[src/rtl/mulresult_pkg.sv]
// mulresult_pkg: shared MDU multiply opcodes, E->M opcode bundle and result-half decode
package mulresult_pkg;

   localparam logic [2:0] MUL_F3    = 3'b000;
   localparam logic [2:0] MULH_F3   = 3'b001;
   localparam logic [2:0] MULHSU_F3 = 3'b010;
   localparam logic [2:0] MULHU_F3  = 3'b011;

   typedef struct packed {
      logic       valid;
      logic [2:0] funct3;
      logic       w64;
   } mulop_t;

   // High-half ops take the upper product word; everything else, including unused 1xx, takes the low word
   function automatic logic is_high(input logic [2:0] f3);
      return f3 == MULH_F3 || f3 == MULHSU_F3 || f3 == MULHU_F3;
   endfunction

endpackage

[src/rtl/flopenrc.sv]
// flopenrc: resettable flop with enable and synchronous clear
module flopenrc #(
   parameter int WIDTH = 8
) (
   input  logic             clk,
   input  logic             reset,
   input  logic             clear,
   input  logic             en,
   input  logic [WIDTH-1:0] d,
   output logic [WIDTH-1:0] q
);

   // Clear only takes effect when enabled, so a stalled stage ignores a flush
   always_ff @(posedge clk)
      if (reset)   q <= '0;
      else if (en) q <= clear ? '0 : d;

endmodule

[src/rtl/mulretcnt.sv]
// mulretcnt: wrapping retired-multiply counter with increment enable
module mulretcnt #(
   parameter int CNTW = 64
) (
   input  logic            clk,
   input  logic            reset,
   input  logic            en,
   output logic [CNTW-1:0] count
);

   // Wraps naturally modulo 2^CNTW
   always_ff @(posedge clk)
      if (reset)   count <= '0;
      else if (en) count <= count + CNTW'(1);

endmodule

[src/rtl/mulresult.sv]
// mulresult: MDU multiply result select, M->W register and retire counter
module mulresult
   import mulresult_pkg::*;
#(
   parameter int XLEN = 64,
   parameter int CNTW = 64
) (
   input  logic              clk,
   input  logic              reset,
   input  logic              StallM,
   input  logic              FlushM,
   input  logic              StallW,
   input  logic              FlushW,
   input  logic              MulValidE,
   input  logic [2:0]        Funct3E,
   input  logic              W64E,
   input  logic [2*XLEN-1:0] ProdM,
   output logic              MulValidM,
   output logic [XLEN-1:0]   MulResultM,
   output logic              MulValidW,
   output logic [XLEN-1:0]   MulResultW,
   output logic [CNTW-1:0]   MulCountW
);

   mulop_t          opm;
   logic            w64m;
   logic [XLEN-1:0] wordres;

   flopenrc #($bits(mulop_t)) emreg (
      .clk   (clk),
      .reset (reset),
      .clear (FlushM),
      .en    (~StallM),
      .d     ({MulValidE, Funct3E, W64E}),
      .q     (opm)
   );

   assign MulValidM = opm.valid;

   generate
      if (XLEN == 64) begin : g_w64
         assign w64m    = opm.w64;
         assign wordres = {{32{ProdM[31]}}, ProdM[31:0]};
      end else begin : g_w32
         assign w64m    = 1'b0;
         assign wordres = ProdM[XLEN-1:0];
      end
   endgenerate

   // Pure mux over the product halves; word ops override the opcode
   always_comb
      MulResultM = w64m ? wordres : is_high(opm.funct3) ? ProdM[2*XLEN-1:XLEN] : ProdM[XLEN-1:0];

   flopenrc #(XLEN + 1) mwreg (
      .clk   (clk),
      .reset (reset),
      .clear (FlushW),
      .en    (~StallW),
      .d     ({MulValidM, MulResultM}),
      .q     ({MulValidW, MulResultW})
   );

   mulretcnt #(CNTW) retcnt (
      .clk   (clk),
      .reset (reset),
      .en    (~StallW & ~FlushW & MulValidM),
      .count (MulCountW)
   );

endmodule

[config.mk]
export PLATFORM = sky130hd
export DESIGN_NAME = mulresult
export DESIGN_NICKNAME = d
export VERILOG_FILES = /design/src/rtl/mulresult_pkg.sv /design/src/rtl/flopenrc.sv /design/src/rtl/mulretcnt.sv /design/src/rtl/mulresult.sv
export SDC_FILE = /design/constraint.sdc
export NUM_CORES = 1
export LEC_CHECK = 0
export BUFFER_PORTS_ARGS = -buffer_cell sky130_fd_sc_hd__buf_2
export CORE_MARGIN = 2
export CORE_UTILIZATION = 35
export CTS_CLUSTER_SIZE = 30
export DETAILED_ROUTE_END_ITERATION = 6
export PLACE_DENSITY = 0.66
export SYNTH_ARGS = -nofsm -noshare
export SYNTH_HDL_FRONTEND = slang
export SYNTH_SLANG_ARGS = --single-unit
[constraint.sdc]
create_clock -name clk -period 3.3 [get_ports clk]
set_input_delay 0.33 -clock clk [delete_from_list [all_inputs] [get_ports clk]]
set_output_delay 0.33 -clock clk [all_outputs]
set_load 0.005 [all_outputs]
==> reports/metrics.yaml, run 1 <==
critical-path-slowest-cell: "or4_1"
drv_slew: 0
grt_pass1_vias: 6453
finalSetupViolations: 0
synth_ff_type: "dfxtp_1"
ys_warn_count: 0
ff2ff_setup_slack_ps: 500
cp.required_ps: 3630
ys_seq_elements: 134
start_util_pct: 35.81
criticalPathCategory: "register to register"
synth_area_mm2: 0.006193
tns_ps: 0
rsz0062_at_grt: "false"
via_count: 6771
max_stage_delay_ps: 720
post-route-min-period_ps: 2801
async_reset_ff_share_pct: 0
hold_buffers: 0
ir_drop_mv: 0.3457
clkSinkCount: 134
tightest_slew_ps: 873.3
synth_nets: 889
synth_edf_count: 0
cap_viol_max_count: 0
hold_depth: 3
status: "finished clean"
grt_use_total_pct: 22.46
die_y_um: 137.0
dp_hpwl_mm: 15.75
antenna_found_initial: 4
hp-class: "input pin to register"
r2r_end: "retcnt.count[58]"
grt_overflow: 0
ioPinCount: 333
cts_root_buffer: "clkbuf_16"
fmax_ghz: 0.3571
grt_pass1_wl_mm: 33.20
drtAntennaViolNets: 0
drive_above_1_share_pct: 38.45
drt_wl_total_mm: 21.66
clk_latency_ps: 410
die-area_mm2: 0.01878
num-nets-final: 1201
relSlewSlack_pct: 41.64
rows: 48
area_growth_pct: 40.53
clock_skew_ps: 9.637
synthCells: 749
clk_path_buf_depth: 2
power.leakage_nw: 3.874
timing.rr.start: "emreg.q[4]"
htree_levels: 4
power_density_mw_per_mm2: 476.1
ctsResizeCount: 0
post_cts_buffers: 0
min_period_over_period_pct: 84.87
hold_start: "Funct3E[1]"
hold_end: "emreg.q[2]"
synthTopCellsByArea: "dfxtp_1 (43%), a22oi_1 (8.2%), nor2_1 (7.5%), mux2_2 (5.8%), nand2_1 (5.5%)"
yosys.area.top_type: "dfxtp_1"
worstPathArrival_ps: 3130
yosysTopAreaCellShare_pct: 43.31
cts_tree: "done"
core_area_mm2: 0.01730
yosysSeqAreaShare_pct: 43.31
wire_per_inst_um: 16.63
die_x_um: 137.0
clkSlewWorstSetupHoldPaths_ps: 60
crit_chain: "or3b_1, or4_1, or4_4, or3_1, a21oi_1"
synth_cell_types: 33
dr.pass1.iters: 5
gp_congestion: 0.8422
crit_path_end_kind: "register"
drc: 0
r2r_cells: 5
syn_area_per_cell_um2: 8.269
cts_buffers: 17
drt_iter0_drc: 310
cp_max_fo: 9
power.total_w: 0.004143
grt_max_degree: 77
portBuffers: 332
cp-start-kind: "register"
utilization_pct: 50.32
final-hold-violation-count: 0
avgViaCountPerCell: 5.196
critical path: cells and delay by family, from the launching register on:
family / cells / cell delay (ps)
AO/OA/AOI/OAI: 1 / 130
AND/OR/NAND/NOR: 4 / 2200
flip-flops: 1 / 390
cells in the mapped netlist, drive strengths merged (15+ instances only):
master    n
dfxtp   134
nor2    123
nand2    90
a22oi    68
clkbuf   45
a31oi    32
mux2     32
nand4    31
xor2     25
a21oi    24
nand3    24
or3      17
xnor2    17
o21ai    16
nor4     15
sequential cells by signal (all words and copies together), names as in the netlist:
register,count
retcnt.count,64
emreg.q,5
mwreg.q,65
cell type report:
type                       instances  area [µm²]
antenna                            4       10.01
clock buffer                      25       505.5
clock inverter                     7       116.4
fill                            1719        8593
inverter                           7       26.28
multi-input combinational        558        3322
sequential                       134        2683
tap                              225       281.5
timing repair buffer             343        1759
logic make-up after synthesis:
kind of cell / after synthesis / share of synthesized area (%)
flops: 134 / 43.31
fa+ha+maj: 1 / 0.2020
buf+inv: 57 / 3.495
compound gates: 147 / 15.60
xor+xnor: 42 / 5.939
simple gates: 336 / 25.64
mux: 32 / 5.818
metrics by stage:
stage / setup slack, ps / hold WS [ps] / cells / cell area (µm²)
3_3_place_gp: 471.4 / 470.7 / 1267 / 8071
2_1_floorplan: 709.4 / 452.7 / 749 / 6193
3_5_place_dp: 446.5 / 480.5 / 1267 / 8071
5_1_grt: 305.0 / 164.1 / 1303 / 8703
6_report: 499.3 / 154.1 / 1303 / 8703
4_1_cts: 518.8 / 133.6 / 1299 / 8693
power breakdown:
group | leakage [nW] | switching (W) | internal (W) | total [W]
Combinational | 2.48 | 0.000264 | 0.000232 | 0.000496
Clock | 0.303 | 0.000682 | 0.00129 | 0.00197
Sequential | 1.09 | 0.0000198 | 0.00166 | 0.00168
Total | 3.87 | 0.000965 | 0.00318 | 0.00414
cells in the final DEF, fill, tap and decap left out, drive strengths merged, types with 2 or more instances in the layout:
cell type,synthesis,routed
buf,5,343
dfxtp,134,134
nor2,123,123
nand2,90,90
a22oi,68,68
a31oi,32,32
mux2,32,32
nand4,31,31
xor2,25,25
clkbuf,45,25
nand3,24,24
a21oi,24,24
or3,17,17
xnor2,17,17
o21ai,16,16
nor4,15,15
or4,12,12
inv,7,7
and4,7,7
and3,6,6
o31ai,5,5
diode,0,4
and2,3,3
nor3,3,3
bufinv,0,3
clkinv,0,3
nor3b,2,2
layer usage:
layer  track usage (%)  routed length [µm]  vias up
met5                 0                   0        -
met3             8.259                1783       30
met2             37.40               10870      242
li1                  -                   -     3323
met4             8.877                 471        0
met1             26.15                8542     3176
how the worst max path moves through the flow:
| stage | cells after the start | end | start | slack, ps |
|---|---|---|---|---|
| after CTS | 5 | retcnt.count[58] | emreg.q[4] | 520 |
| after floorplan | 7 | retcnt.count[58] | emreg.q[4] | 710 |
| after global routing | 6 | retcnt.count[63] | emreg.q[4] | 300 |
| final | 5 | retcnt.count[58] | emreg.q[4] | 500 |
| after global placement | 6 | retcnt.count[58] | FlushW | 470 |
| after detailed placement | 6 | retcnt.count[58] | FlushW | 450 |
Note: power is estimated with default switching activity, not from simulation.
==> inputs of run 2 (changes only) <==
Clock period 3.3 ns to 2.9 ns, I/O delays scaled along.
==> run 2 against run 1 <==
Clock-buffer cell count down 6. Setup slack got worse by 250 ps. Critical endpoint unchanged. Sequential power rose by 14%. Clock power increased by 17%. Combinational power up 15%. Critical path depth did not move. Highest routed layer unchanged. Hold slack lost 51 ps. Die area stayed put. Design area is 0.69% higher.
==> reports/metrics.yaml, run 2 (synthesis results as in run 1) <==
tns_ps: 0  # unchanged
dp_slack_ps: 150.7  # was 446.5 ps
crit_family: "simple AND/OR/NAND/NOR gates"  # unchanged
clk_path_buf_depth: 2  # unchanged
min_period_over_period_pct: 91.56  # was 84.87%
grt_overflow: 0  # unchanged
status: "finished clean"  # unchanged
via_count: 6889  # was 6771
tightest_slew_ps: 785.6  # was 873.3 ps
power.leakage_nw: 3.915  # was 3.874 nW
drt_wl_total_mm: 21.83  # was 21.66 mm
top_regs: "mwreg.q (65), retcnt.count (64), emreg.q (5)"  # unchanged
crit_chain: "or3b_1, or4_1, or4_4, or3_1, a21oi_1"  # unchanged
fmax_ghz: 0.3766  # was 0.3571 GHz
final_common_cell: "buf_2"  # unchanged
place_area_mm2: 0.008102  # was 0.008071 mm²
cap_viol_max_count: 0  # unchanged
die_x_um: 137.0  # unchanged
portBuffers: 332  # unchanged
r2r_cells: 5  # unchanged
rows: 48  # unchanged
clk_latency_ps: 420  # was 410 ps
r2r_end: "retcnt.count[58]"  # unchanged
post-route-min-period_ps: 2655  # was 2801 ps
area_growth_pct: 41.49  # was 40.53%
rsz0062_at_grt: "false"  # unchanged
power_density_mw_per_mm2: 546.2  # was 476.1 mW/mm²
cts_buffers: 17  # unchanged
largest_reg_flops: 65  # unchanged
crit_end: "retcnt.count[58]"  # unchanged
core_area_mm2: 0.01730  # unchanged
grt_use_total_pct: 22.51  # was 22.46%
hold_slack_ps: 103.3  # was 154.1 ps
cp-start-kind: "register"  # unchanged
cp.required_ps: 3250  # was 3630 ps
drive_above_1_share_pct: 39.13  # was 38.45%
crit_path_end_kind: "register"  # unchanged
cp_num_buf_inv: 0  # unchanged
num-nets-final: 1208  # was 1201
clock_skew_ps: 14.05  # was 9.637 ps
die-area_mm2: 0.01878  # unchanged
worstPathArrival_ps: 3000  # was 3130 ps
timing.rr.start: "emreg.q[4]"  # unchanged
antenna_found_initial: 3  # was 4
power.total_w: 0.004787  # was 0.004143 W
hold_depth: 3  # unchanged
clkSinkCount: 134  # unchanged
ir_drop_mv: 0.4501  # was 0.3457 mV
htree_levels: 4  # unchanged
critical-path-slowest-cell: "or4_1"  # unchanged
cp_max_fo: 9  # unchanged
critPathLaunch: "emreg.q[4]"  # unchanged
grt_pass1_wl_mm: 32.94  # was 33.20 mm
clkSlewWorstSetupHoldPaths_ps: 60  # about the same
max_stage_delay_ps: 600  # was 720 ps
criticalPathCategory: "register to register"  # unchanged
ctsResizeCount: 0  # unchanged
dr.pass1.iters: 5  # unchanged
worst-path-stages: 5  # unchanged
dp_hpwl_mm: 15.83  # was 15.75 mm
die_y_um: 137.0  # unchanged
drt_iter0_drc: 333  # was 310
setup_slack_ps: 244.8  # was 499.3 ps
hp-class: "input pin to register"  # unchanged
cts_tree: "done"  # unchanged
avgViaCountPerCell: 5.263  # was 5.196
grt_pass1_vias: 6265  # was 6453
wire_per_inst_um: 16.68  # was 16.63 µm
cts_root_buffer: "clkbuf_16"  # unchanged
ioPinCount: 333  # unchanged
layout_common_cells: "buf_2 (331), dfxtp_1 (134), nor2_1 (120)"  # unchanged
largest-register: "mwreg.q"  # unchanged
drc: 0  # unchanged
drv_slew: 0  # unchanged
final-hold-violation-count: 0  # unchanged
ff2ff_setup_slack_ps: 240  # was 500 ps
relSlewSlack_pct: 47.63  # was 41.64%
gp_congestion: 0.8593  # was 0.8422
finalSetupViolations: 0  # unchanged
grt_max_degree: 69  # was 77
fin_area_mm2: 0.008763  # was 0.008703 mm²
start_util_pct: 35.81  # unchanged
drtAntennaViolNets: 0  # unchanged
-- run 2: cell types whose count changed in the layout (fill, tap and decap cells not counted), sizes merged --
cell    previous run  this run
clkinv             3         8
bufinv             3         4
diode              4         3
buf              343       350
clkbuf            25        19
-- run 2: per-stage QoR --
step	std cells	utilization, %
after floorplan	749	-
after global placement	1271	46.84
after detailed placement	1271	46.84
after CTS	1303	50.49
after global routing	1309	50.67
final	1309	50.67
-- run 2: area by class of cell --
type	instances	area (µm²)
Tap cell	225	281.5
Clock inverter	13	178.9
Sequential cell	134	2683
Clock buffer	19	452.9
Antenna cell	3	7.507
Fill cell	1680	8533
Multi-Input combinational cell	558	3322
Inverter	7	26.28
Timing Repair Buffer	350	1812
-- run 2: worst min path at each step --
stage | startpoint | endpoint | slack [ps]
2_1_floorplan | StallM | emreg.q[3] | 430
3_3_place_gp | retcnt.count[63] | retcnt.count[63] | 480
3_5_place_dp | mwreg.q[64] | mwreg.q[64] | 470
4_1_cts | W64E | emreg.q[0] | 90
5_1_grt | W64E | emreg.q[0] | 90
6_report | W64E | emreg.q[0] | 100
-- run 2: worst min-delay path: stages --
cell and delay (ps):
buf_2 80, a22oi_1 50, nor2_1 70
-- run 2: power by group --
group / internal [W] / switching (W) / leakage (nW)
sequential: 0.00188 / 0.0000232 / 1.09
combinational: 0.000266 / 0.000302 / 2.52
clock: 0.00148 / 0.000831 / 0.312
-- run 2: what timing repair did --
item	in CTS	in global routing
setup endpoints to repair	0	1
hold buffers	0	0
buffers inserted	0	3
-- run 2: layer usage --
layer / global-route usage [%] / share of wire [%] / vias to the layer above
met5: 0 / 0 / -
met4: 7.961 / 1.8 / 0
met3: 8.259 / 8.8 / 30
met2: 37.70 / 51 / 271
met1: 26.38 / 39 / 3246
li1: - / - / 3342
==> inputs of run 3 (changes only) <==
Settings changed: CTS_BUF_LIST set to sky130_fd_sc_hd__clkbuf_8, PLACE_DENSITY 0.66 to 0.69, SETUP_SLACK_MARGIN set to 0.4.
Clock period 2.9 ns to 2.4 ns, I/O delays scaled along.
==> run 3 against run 2 <==
Register-to-register slack improved by 40 ps. Via count rose by 11%. Sequential power rose by 20%. First-iteration DRC count is 49% higher. Clock-buffer cell count fell by 2. Routed wire length rose by 15%. Core utilization rose by 9.6 points. Largest cell class unchanged. Largest power group is now registers. Final cell count rose by 8.7%. Global-route usage up 2.4 points.
==> reports/metrics.yaml, run 3 (synthesis results as in run 1) <==
drive_above_1_share_pct: 52.93  # was 39.13%
grt_pass1_wl_mm: 36.76  # was 32.94 mm
hold_start: "Funct3E[1]"  # was W64E
final_common_cell: "buf_2"  # unchanged
dp_hpwl_mm: 16.30  # was 15.83 mm
rows: 48  # unchanged
tns_ps: 0  # unchanged
finalNonFillerCells: 1423  # was 1309
clock_skew_ps: 14.81  # was 14.05 ps
largest_reg_flops: 65  # unchanged
cp.required_ps: 2160  # was 3250 ps
relSlewSlack_pct: 46.28  # was 47.63%
hold_depth: 3  # unchanged
grt_pass1_vias: 6963  # was 6265
hold_end: "emreg.q[2]"  # was emreg.q[0]
drc: 0  # unchanged
clk_path_buf_depth: 2  # unchanged
die-area_mm2: 0.01878  # unchanged
power.total_w: 0.005211  # was 0.004787 W
htree_levels: 4  # unchanged
met3_usage_pct: 6.370  # was 8.259%
use_met1_pct: 31.12  # was 26.38%
cap_viol_max_count: 0  # unchanged
start_util_pct: 35.81  # unchanged
post-route-min-period_ps: 2130
dp_cells: 1294  # was 1271
worstPathArrival_ps: 1890  # was 3000 ps
avgViaCountPerCell: 5.352  # was 5.263
min_period_over_period_pct: 88.77
cp_max_fo: 6  # was 9
layout_common_cells: "buf_2 (315), nor2_1 (120), dfxtp_1 (107)"  # was buf_2 (331), dfxtp_1 (134), nor2_1 (120)
criticalPathCategory: "register to primary output"  # was register to register
utilization_pct: 60.26  # was 50.67%
crit_path_end_kind: "primary output"  # was register
cp-start-kind: "register"  # unchanged
antenna_found_initial: 2  # was 3
rsz0062_at_grt: "true"  # was false
grt-busiest-layer: "met2"  # unchanged
timing.rr.start: "retcnt.count[38]"  # was emreg.q[4]
hp-class: "input pin to register"  # unchanged
crit_family: "buffers and inverters"  # was simple AND/OR/NAND/NOR gates
cts_root_buffer: "clkbuf_8"  # was clkbuf_16
fin_area_mm2: 0.01042  # was 0.008763 mm²
portBuffers: 332  # unchanged
status: "finished clean"  # unchanged
fillCellCount: 1460  # was 1680
ioPinCount: 333  # unchanged
cts_tree: "done"  # unchanged
fmax_ghz: 0.4694
core_area_mm2: 0.01730  # unchanged
largest-register: "mwreg.q"  # unchanged
r2r_cells: 5  # unchanged
grt_overflow: 0  # unchanged
ff2ff_setup_slack_ps: 280  # was 240 ps
die_y_um: 137.0  # unchanged
drt_wl_total_mm: 25.14  # was 21.83 mm
drv_slew: 0  # unchanged
area_growth_pct: 68.28  # was 41.49%
drtAntennaViolNets: 0  # unchanged
grt_max_degree: 69  # unchanged
r2r_end: "retcnt.count[58]"  # unchanged
via_count: 7616  # was 6889
crit_chain: "o21bai_4, buf_12, buf_8, buf_12, buf_16, nand2_2, a31oi_2, buf_2"  # was or3b_1, or4_1, or4_4, or3_1, a21oi_1
dr.pass1.iters: 5  # unchanged
die_x_um: 137.0  # unchanged
final-hold-violation-count: 0  # unchanged
power_density_mw_per_mm2: 499.9  # was 546.2 mW/mm²
grt_use_total_pct: 24.94  # was 22.51%
cp_num_buf_inv: 5  # was 0
hold_buffers: 0  # unchanged
drt_iter0_drc: 496  # was 333
power.leakage_nw: 4.738  # was 3.915 nW
wire_per_inst_um: 17.67  # was 16.68 µm
clkSinkCount: 134  # unchanged
critical-path-slowest-cell: "dfxtp_4"  # was or4_1
clkSlewWorstSetupHoldPaths_ps: 80  # was 60 ps
num-nets-final: 1321  # was 1208
finalSetupViolations: 0  # unchanged
gp_congestion: 0.8312  # was 0.8593
use_met2_pct: 41.29  # was 37.70%
place_area_mm2: 0.008325  # was 0.008102 mm²
max_stage_delay_ps: 350  # was 600 ps
cts_buffers: 17  # unchanged
crit_top_cell: "buf_12"
top_regs: "mwreg.q (65), retcnt.count (64), emreg.q (5)"  # unchanged
ir_drop_mv: 0.5361  # was 0.4501 mV
tightest_slew_ps: 805.8  # was 785.6 ps
clk_latency_ps: 450  # was 420 ps
-- run 3: cell count changes in the layout (fill, tap and decap cells not counted), moves of 18 or more --
cell and delta:
a31oi_1 -18, buf_4 +84, buf_6 +28, dfxtp_1 -27, dfxtp_2 +21, nand2_1 -18
-- run 3: per-stage QoR --
step | worst slack, ps | hold WS, ps
floorplan | 119.4 | 380.7
global placement | 196.9 | 462.1
detailed placement | 134.3 | 481.4
CTS | 252.7 | 0.3496
global route | 199.3 | 35.12
finish | 269.5 | 39.49
-- run 3: how the worst max path moves through the flow --
stage / end / start / cells past startpoint
floorplan: retcnt.count[58] / emreg.q[4] / 7
global placement: retcnt.count[58] / StallW / 6
detailed placement: retcnt.count[43] / FlushW / 7
CTS: MulResultM[22] / emreg.q[3] / 6
global route: MulResultM[42] / emreg.q[1] / 7
finish: MulResultM[53] / emreg.q[1] / 8
-- run 3: routing by layer --
layer | up-vias | part of all wire, %
li1 | 3571 | -
met4 | 0 | 2.5
met1 | 3657 | 40
met5 | - | 0
met3 | 49 | 7.8
met2 | 339 | 50
-- run 3: final cells by class --
cell class                 count  area [µm²]  share of cell area [%]
antenna                        4       10.01                 0.09604
timing repair buffer         463        3050                   29.27
inverter                       7       26.28                  0.2521
multi-input combinational    558        3931                   37.72
clock inverter                15       157.7                   1.513
tap                          225       281.5                   2.701
sequential                   134        2731                   26.21
clock buffer                  17       234.0                   2.245
-- run 3: power by group --
group	leakage [nW]	switching [W]	internal (W)
logic	3.45	0.000478	0.000550
clock network	0.187	0.000958	0.000927
registers	1.10	0.0000292	0.00227
-- run 3: worst min-delay path, stage by stage --
cell and delay (ps):
buf_2 80, a22oi_1 50, nor2_1 80
-- run 3: timing repair --
action / in CTS / in global routing
pin swaps: 47 / 37
gates cloned: 6 / 2
buffers inserted: 53 / 32
endpoints found under the hold margin: 0 / 0
resized for setup: 114 / 74
endpoints found under the setup margin: 89 / 96
